### config.mk
export PLATFORM = sky130hd
export DESIGN_NAME = acfa_cflow_logger
export DESIGN_NICKNAME = d
export VERILOG_FILES = /design/src/rtl/acfa_cflow_logger_pkg.sv /design/src/rtl/acfa_cflow_logger_xfer_detect.sv /design/src/rtl/acfa_cflow_logger.sv
export SDC_FILE = /design/constraint.sdc
export NUM_CORES = 1
export LEC_CHECK = 0
export BUFFER_PORTS_ARGS = -buffer_cell sky130_fd_sc_hd__buf_4
export CORE_MARGIN = 2
export CORE_UTILIZATION = 35
export DETAILED_ROUTE_END_ITERATION = 10
export PLACE_DENSITY = 0.63
export SLEW_MARGIN = 20
export SYNTH_ARGS = -nofsm -noshare
export SYNTH_HDL_FRONTEND = slang
export SYNTH_SLANG_ARGS = --single-unit
export TNS_END_PERCENT = 100
### constraint.sdc
create_clock -name mclk -period 5.68 [get_ports mclk]
set_input_delay 0.284 -clock mclk [delete_from_list [all_inputs] [get_ports mclk]]
set_output_delay 0.284 -clock mclk [all_outputs]
set_load 0.05 [all_outputs]
### src/rtl/acfa_cflow_logger_pkg.sv
// Shared definitions for the ACFA control-flow logger.
// State encodings, default log geometry and pointer step.
package acfa_cflow_logger_pkg;

  typedef enum logic [1:0] {
    ST_IDLE = 2'd0,
    ST_LOG  = 2'd1,
    ST_FULL = 2'd2
  } log_state_e;

  localparam logic [15:0] CFLOW_LOGS_SIZE = 16'h0100;
  localparam logic [15:0] CFLOW_PTR_STEP  = 16'd2;

endpackage

### src/rtl/acfa_cflow_logger_xfer_detect.sv
// Classifies a retired instruction as a non-sequential
// transfer originating inside the executable region.
module acfa_xfer_detect
  import acfa_cflow_logger_pkg::*;
(
  input  logic        ev_valid,
  input  logic [15:0] ev_src,
  input  logic [15:0] ev_dest,
  input  logic [2:0]  ev_len,
  input  logic [15:0] er_min,
  input  logic [15:0] er_max,
  output logic        xfer
);

  logic [15:0] seq_addr;
  logic        in_er;
  logic        non_seq;

  // 16-bit sum wraps on purpose
  assign seq_addr = ev_src + {13'd0, ev_len};
  assign non_seq  = (ev_dest != seq_addr);
  assign in_er    = (ev_src >= er_min) && (ev_src <= er_max);
  assign xfer     = ev_valid && non_seq && in_er;

endmodule

### src/rtl/acfa_cflow_logger.sv
// Control-flow logger: detects region-local jumps and
// streams {src, dest} pairs into the CF-log memory.
module acfa_cflow_logger
  import acfa_cflow_logger_pkg::*;
#(
  parameter logic [15:0] LOG_WORDS = CFLOW_LOGS_SIZE,
  parameter logic [15:0] PTR_STEP  = CFLOW_PTR_STEP
) (
  input  logic        mclk,
  input  logic        puc_rst,
  input  logic        ev_valid,
  input  logic [15:0] ev_src,
  input  logic [15:0] ev_dest,
  input  logic [2:0]  ev_len,
  input  logic [15:0] ER_min,
  input  logic [15:0] ER_max,
  input  logic        log_en,
  input  logic        log_clr,
  output logic [15:0] cflow_logs_ptr_din,
  output logic [15:0] cflow_src,
  output logic [15:0] cflow_dest,
  output logic        cflow_hw_wen,
  output logic        log_full,
  output logic        full_pulse,
  output logic        log_ovf
);

  log_state_e  state;
  logic        xfer;
  logic [15:0] ptr_nxt;

  acfa_xfer_detect u_detect (
    .ev_valid (ev_valid),
    .ev_src   (ev_src),
    .ev_dest  (ev_dest),
    .ev_len   (ev_len),
    .er_min   (ER_min),
    .er_max   (ER_max),
    .xfer     (xfer)
  );

  assign ptr_nxt = cflow_logs_ptr_din + PTR_STEP;

  always_ff @(posedge mclk or posedge puc_rst) begin
    if (puc_rst) begin
      state              <= ST_IDLE;
      cflow_logs_ptr_din <= '0;
      cflow_src          <= '0;
      cflow_dest         <= '0;
      cflow_hw_wen       <= 1'b0;
      log_full           <= 1'b0;
      full_pulse         <= 1'b0;
      log_ovf            <= 1'b0;
    end else begin
      cflow_hw_wen <= 1'b0;
      full_pulse   <= 1'b0;
      // clear beats any same-cycle transfer
      if (log_clr) begin
        cflow_logs_ptr_din <= '0;
        log_full           <= 1'b0;
        log_ovf            <= 1'b0;
        state <= log_en ? ST_LOG : ST_IDLE;
      end else begin
        unique case (state)
          ST_IDLE: begin
            if (log_en) state <= ST_LOG;
          end
          ST_LOG: begin
            if (xfer) begin
              cflow_src          <= ev_src;
              cflow_dest         <= ev_dest;
              cflow_logs_ptr_din <= ptr_nxt;
              cflow_hw_wen       <= 1'b1;
              if (ptr_nxt == LOG_WORDS) begin
                state      <= ST_FULL;
                log_full   <= 1'b1;
                full_pulse <= 1'b1;
              end else if (!log_en) begin
                state <= ST_IDLE;
              end
            end else if (!log_en) begin
              state <= ST_IDLE;
            end
          end
          ST_FULL: begin
            if (xfer) log_ovf <= 1'b1;
          end
          default: state <= ST_IDLE;
        endcase
      end
    end
  end

endmodule

==> metrics.txt, run 1 <==
status=complete, no violations; Starting Density=36.2%; critical path class=in -> reg; Hold Vio Cnt, Final=0; routed wire length=10100 um; Post CTS Setup Buffer Count=0; fmax=0.283 GHz; initial antenna violation count=0; largest net degree at the start of global routing=54; CTS max path bufs=2; Die ar.=0.0116 mm^2; global-route wire length before repair=15900 um; core footprint=0.0104 mm^2; worst endpoint required time=5.88 ns; syn avg cell area=9.70 um^2; most frequent cell after synthesis=dfrtp_1; register bit total from synthesis=53; post-layout util=46.8%; Antenna Diode Count=0; total number of yosys warnings=0; hpwl dp=7740 um; worst skew pair latency=0.31 ns; largest area contributor in the netlist=dfrtp_1; Fin Setup TNS=0 ns; Synth top area share=35.1%; Pre-Repair DR Iteration Count=4; CTS sink cnt=53; drc violations=0; measured slew at the worst slew-check pin=0.925 ns; Post-synth top cells=dfrtp_1, inv_1, ha_1; CTS resizes=0; layout cells sized above 1=33.2%; nets@finish=617; Worst Hold Class=in -> async; clk root buf=clkbuf_8; WL per Instance=15.7 um; ys async rst share=100%; relative max-transition margin=38.2%; crit path time final=3.53 ns; Critical Path AT=3.73 ns; RSZ-0062 raised after global routing=false; EDFF count, synth=0; RePlAce Congestion=0.804; post-route cell area=0.00487 mm^2; Tot GR Track Use=17.2%; worst-path maximum fanout=34; Layout area overhead=29.1%; average via count per standard cell=5.20; Final setup violation count=0; Leakage=2.36 nW; initial DRC count=93; Slew Viols, Final=0; PwrDens=287 mW/mm^2; startpoint types=primary input; Tcrit/Tclk final=62.1%; DIE HEIGHT=108 um; vias=3352; peak supply drop=137 uV; total I/O pin count=124; Worst-path clk slew=0.11 ns; CTS H-tree lvls=2; total grt overflow=0; synthesized cell area=0.00377 mm^2; CTS buffer count=5; ys flop type=dfrtp_1; syn nets=498; Routed Antenna Nets=0; most area-consuming cells after synthesis=dfrtp_1, ha_1, mux2_2; Hold Buf Count CTS=0; std cell rows=37; Post-DP Area=0.00478 mm^2; vias in the first global route=3226; Post-Syn Instances=389; Fin Clk Skew=0.00963 ns; Max Cap Viol=0; die width=108 um; Port Buffers=122; CTS tree=built; sequential-to-total area share from yosys stat=35.1%; unique cell type count in the Yosys netlist=58; Worst setup EP type=flop
[critical path, cell delays in order]
cell      delay (ns)
buf_4           0.12
ha_1            0.23
fa_1            0.43
a21oi_1         0.31
nor2_1          0.12
and4b_1         0.23
a32oi_1         0.14
a211oi_1        0.12
a211o_2         0.54
nor2_4          0.77
mux2_2          0.42
[sequential cells by signal (all words and copies together) (netlist names)]
name,flops
cflow_dest,16
cflow_hw_wen,1
cflow_logs_ptr_din,15
cflow_src,16
full_pulse,1
log_full,1
log_ovf,1
state,2
[per-layer routing]
metal | global-route usage [%] | wire [um] | vias up
met5 | 0 | 0 | -
met4 | 3.02 | 74 | 0
met3 | 4.54 | 855 | 7
met2 | 29.8 | 4780 | 97
met1 | 21.7 | 4390 | 1585
li1 | - | - | 1663
[cell usage in the layout (no fill, tap or decap), drive strengths merged, types with 4 or more instances in the layout]
cell type / n
xor2: 6
nand4: 11
a21oi: 28
clkbuf: 5
o31ai: 5
mux2: 32
buf: 122
nand2: 16
nand3: 17
inv: 39
and4: 5
a21o: 6
xnor2: 14
nand2b: 5
and3: 5
nor2: 12
ha: 36
or3: 12
nor3: 5
dfrtp: 53
o21ai: 21
nor2b: 4
[where the power goes]
part | switching, mW | total (mW) | internal, mW
clock | 0.131 | 0.219 | 0.0878
combinational | 0.435 | 0.673 | 0.238
sequential | 0.0480 | 0.506 | 0.458
total | 0.614 | 1.40 | 0.784
[logic make-up after synthesis]
logic type,synth area share (%)
and+or+nand+nor,16.6
AOI/OAI and AO/OA,14.9
DFF,35.1
buffers and inverters,6.07
adders and majority gates,12.5
muxes,10.1
xor gates and xnor gates,4.64
other,0.0994
[path summary, 6_finish.rpt]
path                       cells past startpoint  slack, ns             end                  start
max                                           11       2.15    cflow_src[3]              ev_src[0]
min                                            2       0.08  cflow_dest[12]                puc_rst
max reg2reg                                    9       3.14        state[0]  cflow_logs_ptr_din[2]
min reg2reg                                    1       0.52   cflow_dest[6]          cflow_dest[6]
max in group asynchronous                      2       5.17  cflow_dest[14]                puc_rst
min in group mclk                              2       0.19        state[0]                 log_en
[metrics by stage]
stage,hold WS (ns),total power [mW],worst slack (ns),cells
CTS,0.0904,1.41,2.14,645
finish,0.0755,1.40,2.15,645
detailed placement,0.433,1.19,1.79,637
floorplan,0.406,0.955,2.74,389
global placement,0.491,1.18,1.87,637
global route,0.128,1.47,1.89,645
[cell type report]
cell class / instances / area, um^2
Clock inverter: 3 / 21.3
Fill cell: 1043 / 5550
Timing Repair Buffer: 122 / 916
Multi-Input combinational cell: 288 / 2220
Tap cell: 136 / 170
Sequential cell: 53 / 1330
Clock buffer: 5 / 68.8
Inverter: 38 / 145
Power figures use the tool's default switching activity.
==> run 2, diff against run 1 <==
ABC_AREA = 1   (was not set)
PLACE_DENSITY = 0.62   (was 0.63)
clock period = 3.45 ns   (was 5.68 ns; I/O delays follow)
==> run 2 against run 1 <==
Highest routed layer unchanged. Power is 81% higher. Non-clock buffer count is 5 higher. Largest power group unchanged. Synthesized cell count is 50% higher. Sequential cell count stayed put. Final area is 6.6% higher. Final cell count is 31% higher. Clock power is 130% higher. First-iteration DRC count is 140% higher. Critical path type unchanged.
==> metrics.txt, run 2 <==
Max Cap Viol=0 (unchanged); measured slew at the worst slew-check pin=0.866 ns (-0.0591 ns); multi-input logic area=0.00225 mm^2 (+1.2%); initial DRC count=219 (+140%); worst endpoint required time=3.67 ns (-2.21 ns); RePlAce Congestion=0.900 (+12%); DR WL met2=5560 um (+16%); Critical R2R Launch=cflow_logs_ptr_din[1]; Worst-path clk slew=0.07 ns (-0.04 ns); syn avg cell area=6.88 um^2 (-29%); Worst path slowest cell=fa_1; Port Buffers=122 (unchanged); Leakage=3.00 nW (+27%); Hold Buf Count CTS=0 (unchanged); layout cells sized above 1=20.3% (-13 points); Worst setup EP type=flop; initial antenna violation count=0 (unchanged); core footprint=0.0113 mm^2 (+8.2%); largest net degree at the start of global routing=49 (-9.3%); highest routed layer=met4; crit path launch=ev_src[0]; total number of yosys warnings=0 (unchanged); switching power=1.11 mW (+81%); Clk network pwr share=20.1% (+4.4 points); relative max-transition margin=42.2% (+4.0 points); Seq pwr share=33.9% (-2.3 points); sequential-to-total area share from yosys stat=33.1% (-2.0 points); most frequent cell after synthesis=nand2_1; CTS buffer count=5 (unchanged); startpoint types=primary input; EDFF count, synth=0 (unchanged); hpwl dp=8940 um (+16%); Routed Antenna Nets=0 (unchanged); Post-synth top cells=nand2_1, inv_1, dfrtp_1; largest area contributor in the netlist=dfrtp_1; unique cell type count in the Yosys netlist=29 (-50%); critical path class=in -> reg; total grt overflow=0 (unchanged); ys async rst share=100% (unchanged); Tcrit/Tclk final=73.4%; WL per Instance=13.1 um (-16%); Final setup violation count=0 (unchanged); PwrDens=487 mW/mm^2 (+69%); Post-Syn Instances=582 (+50%); worst-path maximum fanout=14 (-59%); status=complete, no violations; Tot GR Track Use=18.6% (+1.4 points); Comb power frac=46.0% (-2.1 points); Pre-Repair DR Iteration Count=6 (+2); vias in the first global route=4047 (+25%); M1 WL=4740 um (+7.9%); Fin Setup TNS=0 ns (unchanged); Starting Density=35.5% (-0.71 points); Fin Clk Skew=0.00693 ns (-0.00271 ns); total I/O pin count=124 (unchanged); crit path time final=2.53 ns; fillers=1132 (+8.5%); Hold Vio Cnt, Final=0 (unchanged); Post CTS Setup Buffer Count=0 (unchanged); vias=3980 (+19%); Die ar.=0.0123 mm^2 (+5.9%); CTS sink cnt=53 (unchanged); Synth top area share=33.1% (-2.0 points); CTS max path bufs=2 (unchanged); peak supply drop=249 uV (+82%); die width=111 um (+2.9%); syn nets=691 (+39%); average via count per standard cell=4.69 (-9.7%); worst skew pair latency=0.29 ns (-0.02 ns); CTS resizes=0 (unchanged); setup slack, reg-to-reg=0.98 ns (-2.16 ns); Layout area overhead=29.7%; FF/Latch Area=0.00133 mm^2 (unchanged); routed wire length=11100 um (+10%); nets@finish=814 (+32%); Antenna Diode Count=0 (unchanged); CTS H-tree lvls=2 (unchanged); drc violations=0 (unchanged); synthesized cell area=0.00400 mm^2 (+6.1%); RSZ-0062 raised after global routing=false; Critical Path AT=2.75 ns (-0.98 ns); worst-path cell chain=buf_4, ha_1, fa_1, nand2_1, nand2_1, nand2_2, nor2_4, nand2_1, nand2_1, nand2_1, inv_1, nand2_1, nor2_1, nand3_2, nand2_1, inv_2, nand2_2, inv_1, buf_4, nand2_1, nand2_1; CTS tree=built; ys flop type=dfrtp_1; most area-consuming cells after synthesis=dfrtp_1, nand2_1, ha_1; clk root buf=clkbuf_16; global-route wire length before repair=18900 um (+19%); Int Pwr=1.41 mW (+80%); register bit total from synthesis=53 (unchanged); total power=2.53 mW (+81%); Slew Viols, Final=0 (unchanged); Largest regs=cflow_dest x16, cflow_src x16, cflow_logs_ptr_din x15; DIE HEIGHT=111 um (+2.9%); slowest stage delay, CP=0.40 ns (-0.37 ns); sw frac=44.0% (+0.12 points); most frequent CP cell=nand2_1; Worst Hold Class=in -> async; most frequent cells in the layout=nand2_1, buf_4, inv_1, dfrtp_1, nand3_1; std cell rows=39 (+5.4%); met3 routed WL=658 um (-23%); commonest non-fill, non-tap cell in the layout=nand2_1; fmax=0.395 GHz
[run 2: final cells by class]
class / instances / area share (%)
inverters: 90 / 6.53
well taps: 143 / 3.45
repair buffers: 127 / 18.4
flip-flops and latches: 53 / 25.5
multi-input cells: 428 / 43.4
clock buffers: 7 / 2.75
[run 2: per-stage QoR]
step | instance area [um^2] | std cells | setup slack [ns] | hold WS, ns | utilization, %
finish | 5190 | 848 | 0.917 | 0.0357 | 46.1
detailed placement | 5050 | 841 | 0.600 | 0.372 | 44.8
global route | 5190 | 848 | 0.644 | 0.0771 | 46.1
floorplan | 4000 | 582 | 1.22 | 0.236 | -
CTS | 5190 | 848 | 0.878 | 0.0642 | 46.0
global placement | 5050 | 841 | 0.697 | 0.370 | 44.8
[run 2: cells by family (layout without fill, tap and decap cells)]
family                     Yosys count  after routing  share of synthesized area [%]
xor gates and xnor gates            21             21                           4.59
adders and majority gates           37             37                           11.7
and+or+nand+nor                    329            329                           34.7
buffers and inverters              101            224                           10.7
AOI/OAI and AO/OA                   40             40                           5.13
other                                1              1                         0.0937
DFF                                 53             53                           33.1
[run 2: per-layer routing]
layer,track usage (%),up-vias
li1,-,2057
met3,3.55,14
met1,23.1,1802
met4,4.17,0
met2,33.3,107
met5,0,-
[run 2: path summary, 6_finish.rpt]
kind                            depth (start not counted)                    end
worst max-delay path                                   21          cflow_dest[6]
worst min register to register                          2          cflow_src[12]
max in group asynchronous                               3           cflow_hw_wen
worst max register to register                         11               log_full
worst min-delay path                                    2  cflow_logs_ptr_din[9]
min in group mclk                                       2                log_ovf
[run 2: worst max-delay path: cells and delay by family]
family | cells | cell delay [ns]
fa+ha+maj | 2 | 0.63
buf+inv | 5 | 0.92
simple gates | 14 | 1.01
[run 2: power groups by stage]
stage | combinational [mW] | clock [mW] | sequential, mW
4_1_cts | 1.18 | 0.514 | 0.859
6_report | 1.16 | 0.506 | 0.856
3_3_place_gp | 1.16 | 0 | 0.864
2_1_floorplan | 0.284 | 0 | 1.34
3_5_place_dp | 1.17 | 0 | 0.868
5_1_grt | 1.25 | 0.544 | 0.871
==> run 3, diff against run 2 <==
PLACE_DENSITY = 0.64   (was 0.62)
clock period = 2.1 ns   (was 3.45 ns; I/O delays follow)
==> run 3 against run 2 <==
Worst hold slack worse by 0.017 ns. Routed wire length up 2.9%. Non-clock buffer count up 39. Clock skew about the same. Clock power up 66%. Register-to-register slack worse by 0.81 ns. Critical path depth down 2. Sequential cell count unchanged. Critical endpoint is now cflow_logs_ptr_din[8]. Largest cell class unchanged.
==> metrics.txt, run 3 (synthesis gave the netlist of run 2 again) <==
Final setup violation count=0 (unchanged); CP Capture Point=cflow_logs_ptr_din[8]; Tcrit/Tclk final=94.1%; final setup margin=0.125 ns (-0.792 ns); worst-path maximum fanout=8 (-6); status=complete, no violations; Routed Antenna Nets=0 (unchanged); most frequent cells in the layout=nand2_1, buf_4, inv_1, dfrtp_1, nand3_1; Worst setup EP type=flop; RePlAce Congestion=0.954 (+6.0%); largest net degree at the start of global routing=33 (-33%); hpwl dp=9040 um (+1.2%); commonest non-fill, non-tap cell in the layout=nand2_1; total power=4.24 mW (+68%); core footprint=0.0113 mm^2 (unchanged); crit path launch=ev_src[0]; fmax=0.506 GHz; Critical R2R Launch=cflow_logs_ptr_din[1]; layout cells sized above 1=27.6% (+7.3 points); Leakage=3.21 nW (+6.9%); Largest regs=cflow_dest x16, cflow_src x16, cflow_logs_ptr_din x15; Critical Path AT=2.15 ns (-0.60 ns); PwrDens=754 mW/mm^2 (+55%); Fin Clk Skew=0.00729 ns (+0.000360 ns); peak supply drop=374 uV (+50%); crit path time final=1.98 ns; post-layout util=49.8% (+3.8 points); worst skew pair latency=0.29 ns (about the same); global-route wire length before repair=18900 um (-0.11%); initial antenna violation count=0 (unchanged); Worst-path clk slew=0.07 ns (about the same); CTS buffer count=5 (unchanged); Worst Hold Class=in -> reg; fin cells=889 (+4.8%); Max Cap Viol=0 (unchanged); setup slack, reg-to-reg=0.17 ns (-0.81 ns); Antenna Diode Count=0 (unchanged); DIE HEIGHT=111 um (unchanged); Die ar.=0.0123 mm^2 (unchanged); Port Buffers=122 (unchanged); Layout area overhead=40.2%; vias=4237 (+6.5%); relative max-transition margin=62.7% (+20 points); measured slew at the worst slew-check pin=0.558 ns (-0.308 ns); cells on worst reg2reg path=14 (+3); startpoint types=primary input; Fin Setup TNS=0 ns (unchanged); worst endpoint required time=2.28 ns (-1.39 ns); CTS sink cnt=53 (unchanged); std cell rows=39 (unchanged); clk root buf=clkbuf_16; fillers=1137 (+0.44%); total grt overflow=0 (unchanged); Tot GR Track Use=18.3% (-0.23 points); Pre-Repair DR Iteration Count=5 (-1); initial DRC count=342 (+56%); CTS H-tree lvls=2 (unchanged); Placement Setup Slack=-0.373 ns (-0.973 ns); CTS tree=built; vias in the first global route=4183 (+3.4%); critical path class=in -> reg; Starting Density=35.5% (unchanged); Slew Viols, Final=0 (unchanged); die width=111 um (unchanged); WL per Instance=12.9 um (-1.8%); post-placement cell count=874 (+3.9%); drc violations=0 (unchanged); reg-to-reg endpoint=state[0]; nets@finish=854 (+4.9%); total I/O pin count=124 (unchanged); CTS max path bufs=2 (unchanged); Hold Vio Cnt, Final=0 (unchanged); average via count per standard cell=4.77 (+1.5%); routed wire length=11400 um (+2.9%)
[run 3: repair_timing]
| action | 4_1_cts | 5_1_grt |
|---|---|---|
| buffers inserted | 0 | 4 |
| hold buffers | 2 | 0 |
| pin swaps | 0 | 10 |
| hold endpoints to repair | 22 | 0 |
| setup endpoints to repair | 46 | 53 |
| gates resized for setup | 1 | 28 |
| cloned | 0 | 1 |
[run 3: worst min-delay path by stage]
stage	startpoint	to	slack [ns]	cells after the start
global route	ev_dest[15]	cflow_dest[15]	0.02	3
global placement	puc_rst	cflow_dest[1]	0.16	2
CTS	ev_dest[6]	cflow_dest[6]	0.02	3
detailed placement	puc_rst	cflow_dest[0]	0.18	2
finish	ev_dest[12]	cflow_dest[12]	0.02	3
floorplan	log_clr	log_ovf	0.17	1
[run 3: stage by stage]
stage	hold WS, ns	instance area [um^2]
6_report	0.0191	5610
3_5_place_dp	0.178	5310
2_1_floorplan	0.168	4010
3_3_place_gp	0.161	5310
4_1_cts	0.0174	5480
5_1_grt	0.0237	5610
[run 3: per-layer routing]
layer / wire length [um] / vias up / global-route usage [%]
met5: 0 / - / 0
met4: 243 / 0 / 6.08
met3: 705 / 19 / 3.34
met2: 5630 / 151 / 31.7
met1: 4870 / 1920 / 23.1
li1: - / 2147 / -
[run 3: critical path: stages]
cell	delay (ns)
buf_4	0.11
ha_2	0.19
fa_2	0.37
buf_4	0.14
inv_1	0.04
nand2_1	0.06
nand3_1	0.06
nand2_1	0.08
a21oi_2	0.11
nand2_1	0.07
nor3_2	0.16
nand3_2	0.12
nand2_2	0.08
inv_2	0.05
nand2_4	0.08
inv_2	0.06
buf_6	0.14
nand2_1	0.06
nand2_1	0.06
[run 3: area by class of cell]
type                            count  area [um^2]  area share (%)
Inverter                           90          338            6.02
Sequential cell                    53         1330            23.7
Tap cell                          143          179            3.19
Clock buffer                        6          129            2.30
Multi-Input combinational cell    429         2340            41.7
Timing Repair Buffer              166         1280            22.8
Clock inverter                      2         15.0           0.267
[run 3: where the power goes]
group          internal [mW]  total (mW)  leakage [nW]  switching, mW
clock network          0.444       0.841        0.0631          0.397
logic                  0.653        1.99          2.45           1.34
registers               1.25        1.40         0.691          0.150
